## src/rtl/npi_rd_arb_if.sv

```systemverilog
`default_nettype none
// ============================================================================
// Module   : npi_rd_arb_if
// Brief    : Requester and NPI read-request/return signals of npi_rd_arb.
// Revision : 1.0 - initial release
// ============================================================================
interface npi_rd_arb_if #(
  parameter int C_NUM_REQ = 3,
  parameter int C_AW      = 36,
  parameter int C_LW      = 14
) ();
  logic [C_NUM_REQ-1:0]      rq_req;
  logic [C_NUM_REQ*C_AW-1:0] rq_addr;
  logic [C_NUM_REQ*C_LW-1:0] rq_len;
  logic [C_NUM_REQ-1:0]      rq_ack;
  logic [C_NUM_REQ-1:0]      rq_gnt;
  logic [C_NUM_REQ-1:0]      rq_valid;
  logic [C_NUM_REQ-1:0]      rq_last;
  logic                      npi_req;
  logic [C_AW-1:0]           npi_addr;
  logic [C_LW-1:0]           npi_len;
  logic                      npi_ack;
  logic                      npi_valid;
  logic                      npi_last;

  // Arbiter side
  modport slave (
    input  rq_req, rq_addr, rq_len, npi_ack, npi_valid, npi_last,
    output rq_ack, rq_gnt, rq_valid, rq_last, npi_req, npi_addr, npi_len
  );

  // Requesters plus NPI side
  modport master (
    output rq_req, rq_addr, rq_len, npi_ack, npi_valid, npi_last,
    input  rq_ack, rq_gnt, rq_valid, rq_last, npi_req, npi_addr, npi_len
  );
endinterface
`default_nettype wire

```

## src/rtl/npi_rd_arb.sv

```systemverilog
`default_nettype none
// ============================================================================
// Module   : npi_rd_arb
// Brief    : Round-robin arbiter sharing one NPI read port between requesters.
//            Optional macro NPI_ARB_STRICT0_EN gives requester 0 fixed priority.
// Revision : 1.0 - initial release
// ============================================================================
module npi_rd_arb #(
  parameter int C_NUM_REQ = 3,
  parameter int C_AW      = 36,
  parameter int C_LW      = 14
) (
  input  logic        sys_clk,
  input  logic        sys_rst_n,
  npi_rd_arb_if.slave bus,
  output logic [31:0] arb2dbg
);
  localparam int C_IW = (C_NUM_REQ > 1) ? $clog2(C_NUM_REQ) : 1;

  typedef enum logic [1:0] {
    S_IDLE = 2'd0,
    S_REQ  = 2'd1,
    S_DATA = 2'd2,
    S_DONE = 2'd3
  } state_t;

  state_t               r_state, w_state_nxt;
  logic [C_IW-1:0]      r_ptr, w_ptr_nxt;
  logic [C_IW-1:0]      r_gidx, w_gidx_nxt;
  logic [C_NUM_REQ-1:0] r_gnt, w_gnt_nxt;
  logic [C_NUM_REQ-1:0] r_ack, w_ack_nxt;
  logic [C_NUM_REQ-1:0] r_vld, w_vld_nxt;
  logic [C_NUM_REQ-1:0] r_lst, w_lst_nxt;
  logic                 r_npi_req, w_npi_req_nxt;
  logic [C_AW-1:0]      r_addr, w_addr_nxt;
  logic [C_LW-1:0]      r_len, w_len_nxt;
  logic                 r_err, w_err_nxt;

  logic [C_NUM_REQ-1:0] w_req;
  logic                 w_hi_found, w_lo_found, w_found;
  logic [C_IW-1:0]      w_hi_sel, w_lo_sel, w_sel;

  // Winner search: first requester above the pointer, else first at/below it.
  always_comb begin
    w_req      = bus.rq_req;
`ifdef NPI_ARB_STRICT0_EN
    w_req[0]   = 1'b0;
`endif
    w_hi_found = 1'b0;
    w_lo_found = 1'b0;
    w_hi_sel   = '0;
    w_lo_sel   = '0;
    for (int i = 0; i < C_NUM_REQ; i++) begin
      if (w_req[i] && !w_hi_found && (i > int'(r_ptr))) begin
        w_hi_found = 1'b1;
        w_hi_sel   = C_IW'(i);
      end
      if (w_req[i] && !w_lo_found && (i <= int'(r_ptr))) begin
        w_lo_found = 1'b1;
        w_lo_sel   = C_IW'(i);
      end
    end
    w_found = w_hi_found | w_lo_found;
    w_sel   = w_hi_found ? w_hi_sel : w_lo_sel;
`ifdef NPI_ARB_STRICT0_EN
    if (bus.rq_req[0]) begin
      w_found = 1'b1;
      w_sel   = '0;
    end
`endif
  end

  always_comb begin
    w_state_nxt   = r_state;
    w_ptr_nxt     = r_ptr;
    w_gidx_nxt    = r_gidx;
    w_gnt_nxt     = r_gnt;
    w_addr_nxt    = r_addr;
    w_len_nxt     = r_len;
    w_ack_nxt     = '0;
    w_vld_nxt     = '0;
    w_lst_nxt     = '0;
    w_npi_req_nxt = 1'b0;
    w_err_nxt     = r_err;

    // Any beat outside S_DATA has no owner, including one riding on npi_ack.
    if (bus.npi_valid && (r_state != S_DATA))
      w_err_nxt = 1'b1;

    case (r_state)
      S_IDLE: begin
        if (w_found) begin
          w_state_nxt = S_REQ;
          w_gidx_nxt  = w_sel;
          for (int i = 0; i < C_NUM_REQ; i++) begin
            w_gnt_nxt[i] = (w_sel == C_IW'(i));
            if (w_sel == C_IW'(i)) begin
              w_addr_nxt = bus.rq_addr[i*C_AW +: C_AW];
              w_len_nxt  = bus.rq_len[i*C_LW +: C_LW];
            end
          end
        end
      end
      S_REQ: begin
        if (bus.npi_ack) begin
          w_state_nxt = S_DATA;
          w_ack_nxt   = r_gnt;
        end else begin
          w_npi_req_nxt = 1'b1;
        end
      end
      S_DATA: begin
        w_vld_nxt = r_gnt & {C_NUM_REQ{bus.npi_valid}};
        w_lst_nxt = r_gnt & {C_NUM_REQ{bus.npi_valid & bus.npi_last}};
        if (bus.npi_valid && bus.npi_last)
          w_state_nxt = S_DONE;
      end
      S_DONE: begin
        w_gnt_nxt   = '0;
        w_state_nxt = S_IDLE;
`ifdef NPI_ARB_STRICT0_EN
        if (r_gidx != '0)
          w_ptr_nxt = r_gidx;
`else
        w_ptr_nxt = r_gidx;
`endif
      end
      default: w_state_nxt = S_IDLE;
    endcase
  end

  always_ff @(posedge sys_clk) begin
    if (!sys_rst_n) begin
      r_state   <= S_IDLE;
      r_ptr     <= C_IW'(C_NUM_REQ - 1);
      r_gidx    <= '0;
      r_gnt     <= '0;
      r_ack     <= '0;
      r_vld     <= '0;
      r_lst     <= '0;
      r_npi_req <= 1'b0;
      r_addr    <= '0;
      r_len     <= '0;
      r_err     <= 1'b0;
    end else begin
      r_state   <= w_state_nxt;
      r_ptr     <= w_ptr_nxt;
      r_gidx    <= w_gidx_nxt;
      r_gnt     <= w_gnt_nxt;
      r_ack     <= w_ack_nxt;
      r_vld     <= w_vld_nxt;
      r_lst     <= w_lst_nxt;
      r_npi_req <= w_npi_req_nxt;
      r_addr    <= w_addr_nxt;
      r_len     <= w_len_nxt;
      r_err     <= w_err_nxt;
    end
  end

  assign bus.rq_ack   = r_ack;
  assign bus.rq_gnt   = r_gnt;
  assign bus.rq_valid = r_vld;
  assign bus.rq_last  = r_lst;
  assign bus.npi_req  = r_npi_req;
  assign bus.npi_addr = r_addr;
  assign bus.npi_len  = r_len;

  always_comb begin
    arb2dbg              = '0;
    arb2dbg[1:0]         = r_state;
    arb2dbg[8 +: C_IW]   = r_gidx;
    arb2dbg[16]          = r_err;
  end
endmodule
`default_nettype wire

```

## src/flat_wrapper.sv

```systemverilog
// flat-port wrapper written by rule: the top's interface ports become plain ports
module npi_rd_arb_flat 
#(
  parameter int C_NUM_REQ = 3,
  parameter int C_AW      = 36,
  parameter int C_LW      = 14
)
  (sys_clk, sys_rst_n, arb2dbg, bus_rq_req, bus_rq_addr, bus_rq_len, bus_npi_ack, bus_npi_valid, bus_npi_last, bus_rq_ack, bus_rq_gnt, bus_rq_valid, bus_rq_last, bus_npi_req, bus_npi_addr, bus_npi_len);
  npi_rd_arb_if #(.C_NUM_REQ(C_NUM_REQ), .C_AW(C_AW), .C_LW(C_LW)) bus_i ();
  input  logic sys_clk;
  input  logic sys_rst_n;
  output logic [31:0] arb2dbg;
  input wire logic [$bits(bus_i.rq_req)-1:0] bus_rq_req;
  input wire logic [$bits(bus_i.rq_addr)-1:0] bus_rq_addr;
  input wire logic [$bits(bus_i.rq_len)-1:0] bus_rq_len;
  input wire logic [$bits(bus_i.npi_ack)-1:0] bus_npi_ack;
  input wire logic [$bits(bus_i.npi_valid)-1:0] bus_npi_valid;
  input wire logic [$bits(bus_i.npi_last)-1:0] bus_npi_last;
  output wire logic [$bits(bus_i.rq_ack)-1:0] bus_rq_ack;
  output wire logic [$bits(bus_i.rq_gnt)-1:0] bus_rq_gnt;
  output wire logic [$bits(bus_i.rq_valid)-1:0] bus_rq_valid;
  output wire logic [$bits(bus_i.rq_last)-1:0] bus_rq_last;
  output wire logic [$bits(bus_i.npi_req)-1:0] bus_npi_req;
  output wire logic [$bits(bus_i.npi_addr)-1:0] bus_npi_addr;
  output wire logic [$bits(bus_i.npi_len)-1:0] bus_npi_len;
  assign bus_i.rq_req = bus_rq_req;
  assign bus_i.rq_addr = bus_rq_addr;
  assign bus_i.rq_len = bus_rq_len;
  assign bus_i.npi_ack = bus_npi_ack;
  assign bus_i.npi_valid = bus_npi_valid;
  assign bus_i.npi_last = bus_npi_last;
  assign bus_rq_ack = bus_i.rq_ack;
  assign bus_rq_gnt = bus_i.rq_gnt;
  assign bus_rq_valid = bus_i.rq_valid;
  assign bus_rq_last = bus_i.rq_last;
  assign bus_npi_req = bus_i.npi_req;
  assign bus_npi_addr = bus_i.npi_addr;
  assign bus_npi_len = bus_i.npi_len;
  npi_rd_arb #(.C_NUM_REQ(C_NUM_REQ), .C_AW(C_AW), .C_LW(C_LW)) u_core (.sys_clk(sys_clk), .sys_rst_n(sys_rst_n), .bus(bus_i), .arb2dbg(arb2dbg));
endmodule
```

## config.mk

```make
export PLATFORM = sky130hd
export DESIGN_NAME = npi_rd_arb_flat
export DESIGN_NICKNAME = d
export VERILOG_FILES = /design/src/rtl/npi_rd_arb_if.sv /design/src/rtl/npi_rd_arb.sv /design/src/flat_wrapper.sv
export SDC_FILE = /design/constraint.sdc
export NUM_CORES = 1
export LEC_CHECK = 0
export CORE_MARGIN = 3
export CORE_UTILIZATION = 33
export DETAILED_ROUTE_END_ITERATION = 6
export HOLD_SLACK_MARGIN = 0.03
export PLACE_DENSITY_LB_ADDON = 0.05
export SETUP_SLACK_MARGIN = 0.4
export SKIP_LAST_GASP = 1
export SLEW_MARGIN = 25
export SYNTH_ARGS = -nofsm -noshare
export SYNTH_HDL_FRONTEND = slang
export SYNTH_SLANG_ARGS = --single-unit
export TNS_END_PERCENT = 10
```

## constraint.sdc

```tcl
create_clock -name sys_clk -period 1.6 [get_ports sys_clk]
set_input_delay 0.48 -clock sys_clk [delete_from_list [all_inputs] [get_ports sys_clk]]
set_output_delay 0.48 -clock sys_clk [all_outputs]
set_load 0.01 [all_outputs]
```

==> summary.txt, run 1 <==
Status
  – Run status: completed

Pwr
  – Internal power: 5.68 mW
  – Maximum ir drop on the vdd rail: 0.00102 V
  – Clock share of power: 23.8%
  – Net switching component of the power: 2.85 mW
  – Leak: between 3 and 4 nW
  – PnR Total Power: 8.53 mW
  – Reg power frac: 28.8%
  – Power per cell area: ~1200 mW/mm²
  – Switching share of total power: 33.4%
  – Share of power burned in combinational logic: a little under half

Clock tree
  – Buffer type at the clock tree root: clkbuf_16
  – TritonCTS clock tree: done
  – Clk_lat worst skew: approximately 0.33 ns
  – Clock edge transition at the registers on the reported setup and hold paths: 0.06 ns
  – Sink Count: 70
  – Buffer depth of the longest clock path: 2
  – Htree depth: 3
  – Cts bufs inserted: 9
  – Hold buffer count at cts: 0

Synthesis
  – Largest family of logic cells by synthesized area: compound AO/OA/AOI/OAI gates
  – Area share of the largest cell type after synthesis: roughly 36%
  – Flip-flop and latch count after synthesis: 70
  – Parity-gate share of the synthesized area counting xor and xnor cells: 0%
  – Proportion of synthesized area in mux cells: 13.5%
  – Top area cells in the synthesized netlist: dfxtp_1 (36%), o221ai_2 (19%), mux2i_1 (13%), buf_4 (6.4%), inv_1 (5.5%)
  – Post-synthesis share of cell area spent on and, or, nand and nor gates: about a tenth
  – Cell count after synthesis: 391
  – Fraction of the mapped netlist area in compound gates: 22.7%
  – Adder-cell share of the synthesized area: under 10%
  – Post-synthesis sequential area ratio: 36.3%
  – Leading area contributor after synthesis: dfxtp_1
  – Ys Warns: 0
  – Area of the mapped netlist: 0.00386 mm²
  – Number of distinct library cell variants in the gate-level netlist after synthesis: 36
  – Mean instance size in the synthesized netlist: 9.87 µm²

Hold path
  – Endpoint, Worst Hold: u_core.bus.npi_addr[20]
  – Path category of the worst min-delay check: flip-flop to flip-flop
  – Hold Path Depth: 2
  – Min-delay src: u_core.bus.npi_addr[20]

Global routing
  – Total congestion overflow: 0
  – Antenna violations before repair: 0
  – Global routing usage summed across all routing layers: 19.7%
  – Largest net degree at the start of global routing: 30
  – Global-route wire length before repair: a little over 20 mm
  – Vias in the first global route: 3,854

STA
  – Peak clock frequency supported by timing: 0.649 GHz
  – Worst clock skew on the final layout: roughly 0.0066 ns
  – Hold Fails Final Rpt: 0
  – Worst Setup Slack, final: 0.0580 ns
  – Final-report setup violation count: 0
  – Crit share post-route: between 90% and 100%
  – RSZ-0062 raised after global routing: yes
  – Pins Over Slew Limit: 0
  – Final critical path time including I/O delays and setup: about 1.5 ns

Placement
  – Final RePlAce weighted congestion: 0.775
  – Dpl cells: 762
  – Pre-CTS WS: -0.630 ns
  – Count of input and output buffers: 225
  – Post-DP HPWL: roughly 10 mm

Critical path
  – Crit Path Class: flip-flop to primary output
  – Worst r2r dst: u_core.bus.npi_addr[32]
  – Slack of the worst reg-to-reg path: 0.06 ns
  – Worst stage delay on the critical path: 0.32 ns
  – Data arrival time at the worst-slack endpoint: 1.06 ns
  – Critical register-to-register path startpoint: u_core.r_ptr[0]
  – Cell Chain, Critical Path: buf_4 -> dlygate4sd2_1
  – Critical Path End Type: primary output
  – Required @ worst endpoint: 1.12 ns
  – Maximum fanout along the worst path: 3
  – Crit path max-delay cell type: dfxtp_2
  – Kind of launch point of the worst setup path: flip-flop
  – Number of cells on the worst reg-to-reg path: 5

Floorplanning
  – Total core area: around 0.011 mm²
  – Initial Utilization: 34.7%
  – Die footprint: roughly 0.013 mm²
  – Number of placed I/O pins: 253
  – Die extent in y: 114 µm
  – Site row count: 38
  – Chip Width: roughly 110 µm

Cells and area
  – Commonest non-fill, non-tap cells in the layout: clkdlybuf4s50_1 (153), dlygate4sd2_1 (68), dfxtp_1 (66), inv_1 (55), nand2_1 (53)
  – Inserted Diodes: 0
  – Synthesis-to-finish area growth: 85.7%
  – Number of nets in the layout: approximately 800
  – Share of layout cells above drive strength 1: 23.7%
  – Most common cell after layout, fill and taps aside: clkdlybuf4s50_1
  – Cell Count, Final, Fillers Out: 793
  – FILL cells: 911

Run
  – Number of max-cap violations: 0

Drt
  – Vias per cell: 4.65
  – Number of DRC violations after detailed routing: 0
  – Count of antenna-violating nets left after detailed routing: 0
  – Via count of the routed design: 3,686
  – WL per Instance: 16.8 µm
  – Pre-Repair DR Iteration Count: 4
  – Initial DRC count: 122
  – Total wirelength of the detailed-routed design: roughly 13 mm
-- per-layer routing --
metal | wire length, µm | up-vias | part of all wire [%] | track usage [%]
met5 | 0 | - | 0 | 0
met4 | 131 | 0 | 0.98 | 5.30
met3 | 1050 | 8 | 7.9 | 5.34
li1 | - | 1823 | - | -
met2 | 7040 | 144 | 53 | 35.7
met1 | 5130 | 1711 | 38 | 22.9
-- synth_stat cells (all sizes together) --
master	n
conb	1
o221ai	50
a32oi	1
and3	2
a21oi	3
o2111ai	1
o31ai	2
a211o	1
a211oi	1
and2	11
nand2b	1
nor2b	1
inv	57
nor2	8
and2b	1
clkbuf	4
nor3b	2
a31oi	2
nand3	2
nor4	1
mux2i	52
buf	50
o21ai	1
nor3	2
o31a	1
nand4	2
a2bb2oi	1
o22ai	1
nor4b	1
nand2	53
dfxtp	70
ha	5
-- final cells by class --
class / count / area (µm²) / area share [%]
Multi-Input combinational cell: 236 / 2240 / 31.3
Clock inverter: 5 / 58.8 / 0.821
Inverter: 57 / 214 / 2.99
Timing Repair Buffer: 274 / 2820 / 39.4
Sequential cell: 70 / 1410 / 19.7
Tap cell: 140 / 175 / 2.44
Clock buffer: 11 / 243 / 3.39
-- kinds of logic (layout without fill, tap and decap cells) --
family,count (synthesis),after routing
AOI/OAI and AO/OA,65,65
adders and majority gates,5,5
buffers and inverters,111,347
DFF,70,70
muxes,52,52
other,1,27
and+or+nand+nor,87,87
-- flip-flops by register name (all words and copies together) (netlist names) --
register and cells:
u_core.r_gidx 2, u_core.r_state 2, u_core.bus.rq_gnt 3, u_core.bus.npi_len 14, u_core.bus.rq_ack 3, u_core.bus.rq_valid 3, u_core.r_ptr 2, u_core.bus.npi_addr 36
u_core.bus.npi_req 1, u_core.bus.rq_last 3, u_core.r_err 1
-- worst max path at each step --
stage / startpoint / endpoint / cells after the start
after detailed placement: bus_rq_req[0] / u_core.bus.npi_len[1] / 6
after global placement: bus_rq_req[1] / u_core.bus.npi_len[1] / 6
after CTS: u_core.r_ptr[0] / u_core.bus.npi_addr[15] / 5
final: u_core.r_state[1] / arb2dbg[1] / 2
after floorplan: bus_rq_req[2] / u_core.bus.npi_addr[0] / 7
after global routing: u_core.r_ptr[0] / u_core.bus.npi_addr[32] / 6
-- power by group through the flow --
stage | Combinational [mW] | Sequential (mW) | Clock, mW
after floorplan | 1.72 | 2.69 | 0
after global placement | 3.77 | 2.48 | 0
after detailed placement | 3.81 | 2.49 | 0
after CTS | 3.87 | 2.45 | 2.09
after global routing | 4.37 | 2.51 | 2.16
final | 4.04 | 2.46 | 2.03
-- worst max-delay path, delay by kind of cell (launching register included) --
family	cells	cell delay [ns]
buffers and inverters	2	0.41
flip-flops	1	0.32
-- per-stage QoR --
stage | setup TNS [ns] | util (%) | hold WS [ns] | cell area (µm²)
floorplan | 0 | - | 0.438 | 4010
global placement | -30.01 | 57.7 | 0.446 | 6420
detailed placement | -31.86 | 57.7 | 0.445 | 6420
CTS | 0 | 62.8 | 0.458 | 6980
global route | -0.00339 | 64.4 | 0.480 | 7160
finish | 0 | 64.4 | 0.458 | 7160
-- what timing repair did --
item | CTS | global route
setup buffers | 7 | 2
hold endpoints to repair | 0 | 0
gates resized for setup | 121 | 27
endpoints found under the setup margin | 134 | 138
cloned | 4 | 2
pin swaps | 5 | 7
Power figures use the tool's default switching activity.
==> run 2: changes to the inputs <==
--- a/config.mk
+++ b/config.mk
@@ -5,6 +5,7 @@
 export SDC_FILE = /design/constraint.sdc
 export NUM_CORES = 1
 export LEC_CHECK = 0
+export CAP_MARGIN = 20
 export CORE_MARGIN = 3
 export CORE_UTILIZATION = 33
 export DETAILED_ROUTE_END_ITERATION = 6
==> results of run 2 <==
The final DEF is identical to that of run 1; final timing and power are the same.
==> run 3: changes to the inputs <==
--- a/config.mk
+++ b/config.mk
@@ -6,9 +6,11 @@
 export NUM_CORES = 1
 export LEC_CHECK = 0
 export CAP_MARGIN = 20
+export CORE_ASPECT_RATIO = 0.8
 export CORE_MARGIN = 3
 export CORE_UTILIZATION = 33
 export DETAILED_ROUTE_END_ITERATION = 6
+export GPL_ROUTABILITY_DRIVEN = 0
 export HOLD_SLACK_MARGIN = 0.03
 export PLACE_DENSITY_LB_ADDON = 0.05
 export SETUP_SLACK_MARGIN = 0.4
==> summary.txt, run 3 (synthesis gave the netlist of run 1 again) <==
Clock tree
  – Clock edge transition at the registers on the reported setup and hold paths: 0.06 ns (about the same)
  – Hold buffer count at cts: 0 (unchanged)
  – Buffer depth of the longest clock path: 2 (unchanged)
  – Clk_lat worst skew: 0.33 ns (about the same)
  – TritonCTS clock tree: done (unchanged)
  – Cts bufs inserted: 9 (unchanged)
  – Buffer type at the clock tree root: clkbuf_16 (unchanged)
  – Sink Count: 70 (unchanged)
  – Htree depth: 3 (unchanged)

Pwr
  – Power per cell area: 1250 mW/mm² (was 1190 mW/mm²)
  – Leak: 3.42 nW (was 3.30 nW)
  – PnR Total Power: 9.24 mW (was 8.53 mW)
  – Maximum ir drop on the vdd rail: 0.000652 V (was 0.00102 V)

STA
  – Worst clock skew on the final layout: 0.00526 ns (was 0.00659 ns)
  – Crit share post-route: 101% (was 96.4%)
  – Final-report setup violation count: 2 (was 0)
  – Final critical path time including I/O delays and setup: 1.61 ns (was 1.54 ns)
  – Hold Fails Final Rpt: 0 (unchanged)
  – Fin Hold WS: 0.461 ns (was 0.458 ns)
  – Peak clock frequency supported by timing: 0.622 GHz (was 0.649 GHz)
  – Final sum of negative setup slack: -0.00933 ns (was 0 ns)
  – RSZ-0062 raised after global routing: yes (unchanged)
  – Pins Over Slew Limit: 0 (unchanged)
  – Worst Setup Slack, final: -0.00877 ns (was 0.0580 ns)

Status
  – Violated checks: setup timing
  – Run status: finished with violations (was completed)

Global routing
  – Vias in the first global route: 3,711 (was 3,854)
  – Largest net degree at the start of global routing: 22 (was 30)
  – Global-route wire length before repair: 20.2 mm (was 20.1 mm)
  – Total congestion overflow: 0 (unchanged)
  – Antenna violations before repair: 0 (unchanged)
  – Global routing usage summed across all routing layers: 20.0% (was 19.7%)

Drt
  – Initial DRC count: 115 (was 122)
  – WL per Instance: 17.5 µm (was 16.8 µm)
  – Number of DRC violations after detailed routing: 0 (unchanged)
  – Pre-Repair DR Iteration Count: 4 (unchanged)
  – Via count of the routed design: 3,767 (was 3,686)
  – Vias per cell: 4.68 (was 4.65)
  – Count of antenna-violating nets left after detailed routing: 0 (unchanged)
  – Total wirelength of the detailed-routed design: 14.1 mm (was 13.4 mm)

Cells and area
  – Final standard cell utilization of the core: 66.2% (was 64.4%)
  – Synthesis-to-finish area growth: 91.3% (was 85.7%)
  – Most common cell after layout, fill and taps aside: clkdlybuf4s50_1 (unchanged)
  – Share of layout cells above drive strength 1: 24.2% (was 23.7%)
  – Largest register FFs: 36 (unchanged)
  – Commonest non-fill, non-tap cells in the layout: clkdlybuf4s50_1 (153), dlygate4sd2_1 (70), dfxtp_1 (68), inv_1 (55), nand2_1 (53) (was clkdlybuf4s50_1 (153), dlygate4sd2_1 (68), dfxtp_1 (66), inv_1 (55), nand2_1 (53))
  – Inserted Diodes: 0 (unchanged)
  – Number of nets in the layout: 819 (was 811)
  – Final design area excluding fillers: 0.00738 mm² (was 0.00716 mm²)
  – Cell Count, Final, Fillers Out: 805 (was 793)

Critical path
  – Data arrival time at the worst-slack endpoint: 1.86 ns (was 1.06 ns)
  – Required @ worst endpoint: 1.85 ns (was 1.12 ns)
  – Critical Path End Type: flip-flop (was primary output)
  – Kind of launch point of the worst setup path: flip-flop (unchanged)
  – Crit Path Class: flip-flop to flip-flop (was flip-flop to primary output)
  – Critical Path Start: u_core.r_state[0] (was u_core.r_state[1])
  – Maximum fanout along the worst path: 5 (was 3)
  – Critical register-to-register path startpoint: u_core.r_state[0] (was u_core.r_ptr[0])

Placement
  – Dpl cells: 759 (was 762)
  – Pre-CTS WS: -0.618 ns (was -0.630 ns)
  – Count of input and output buffers: 225 (unchanged)
  – Post-DP HPWL: 9.59 mm (was 9.95 mm)
  – Placed standard-cell area: 0.00632 mm² (was 0.00642 mm²)

Floorplanning
  – Number of placed I/O pins: 253 (unchanged)
  – Total core area: 0.0111 mm² (about the same)
  – Site row count: 34 (was 38)
  – Die footprint: 0.0130 mm² (about the same)
  – Die extent in y: 103 µm (was 114 µm)
  – Initial Utilization: 34.6% (was 34.7%)
  – Chip Width: 127 µm (was 114 µm)

Hold path
  – Min-delay src: u_core.bus.npi_len[11] (was u_core.bus.npi_addr[20])
  – Path category of the worst min-delay check: flip-flop to flip-flop (unchanged)

Run
  – Number of max-cap violations: 0 (unchanged)
run 3: report_power, final:
part	internal [mW]	leakage, nW	switching, mW	total, mW
registers	2.21	0.576	0.243	2.45
clock network	1.45	0.162	0.788	2.24
logic	2.57	2.68	1.98	4.55
run 3: path summary, 6_finish.rpt:
kind	slack, ns	depth (start not counted)	to
worst max-delay path	-0.009	8	u_core.bus.npi_len[6]
worst min-delay path	0.46	2	u_core.bus.npi_len[11]
worst max register to register	-0.009	8	u_core.bus.npi_len[6]
worst min register to register	0.46	2	u_core.bus.npi_len[11]
run 3: area by class of cell:
| cell class | instances | area, µm² |
|---|---|---|
| clock buffer | 11 | 253 |
| clock inverter | 5 | 81.3 |
| fill | 917 | 3770 |
| inverter | 57 | 216 |
| multi-input combinational | 236 | 2210 |
| sequential | 70 | 1400 |
| tap | 144 | 180 |
| timing repair buffer | 282 | 3040 |
run 3: what timing repair did:
item | CTS | global route
hold endpoints to repair | 0 | 0
cloned | 10 | 4
buffers inserted | 13 | 3
gates resized for setup | 119 | 23
setup endpoints to repair | 134 | 131
pin swaps | 14 | 8
run 3: critical path, stage by stage (launching register included):
cell	delay, ns
dfxtp_2	0.33
inv_4	0.07
ha_4	0.16
o31ai_4	0.08
buf_4	0.15
a211o_4	0.30
buf_12	0.16
buf_12	0.14
o221ai_2	0.14
run 3: routing by layer:
layer / GRT usage, % / up-vias / part of all wire, %
met5: 0 / - / 0
met4: 4.37 / 0 / 0.89
met3: 7.25 / 11 / 8.7
met2: 34.5 / 176 / 49
met1: 24.1 / 1745 / 42
li1: - / 1835 / -
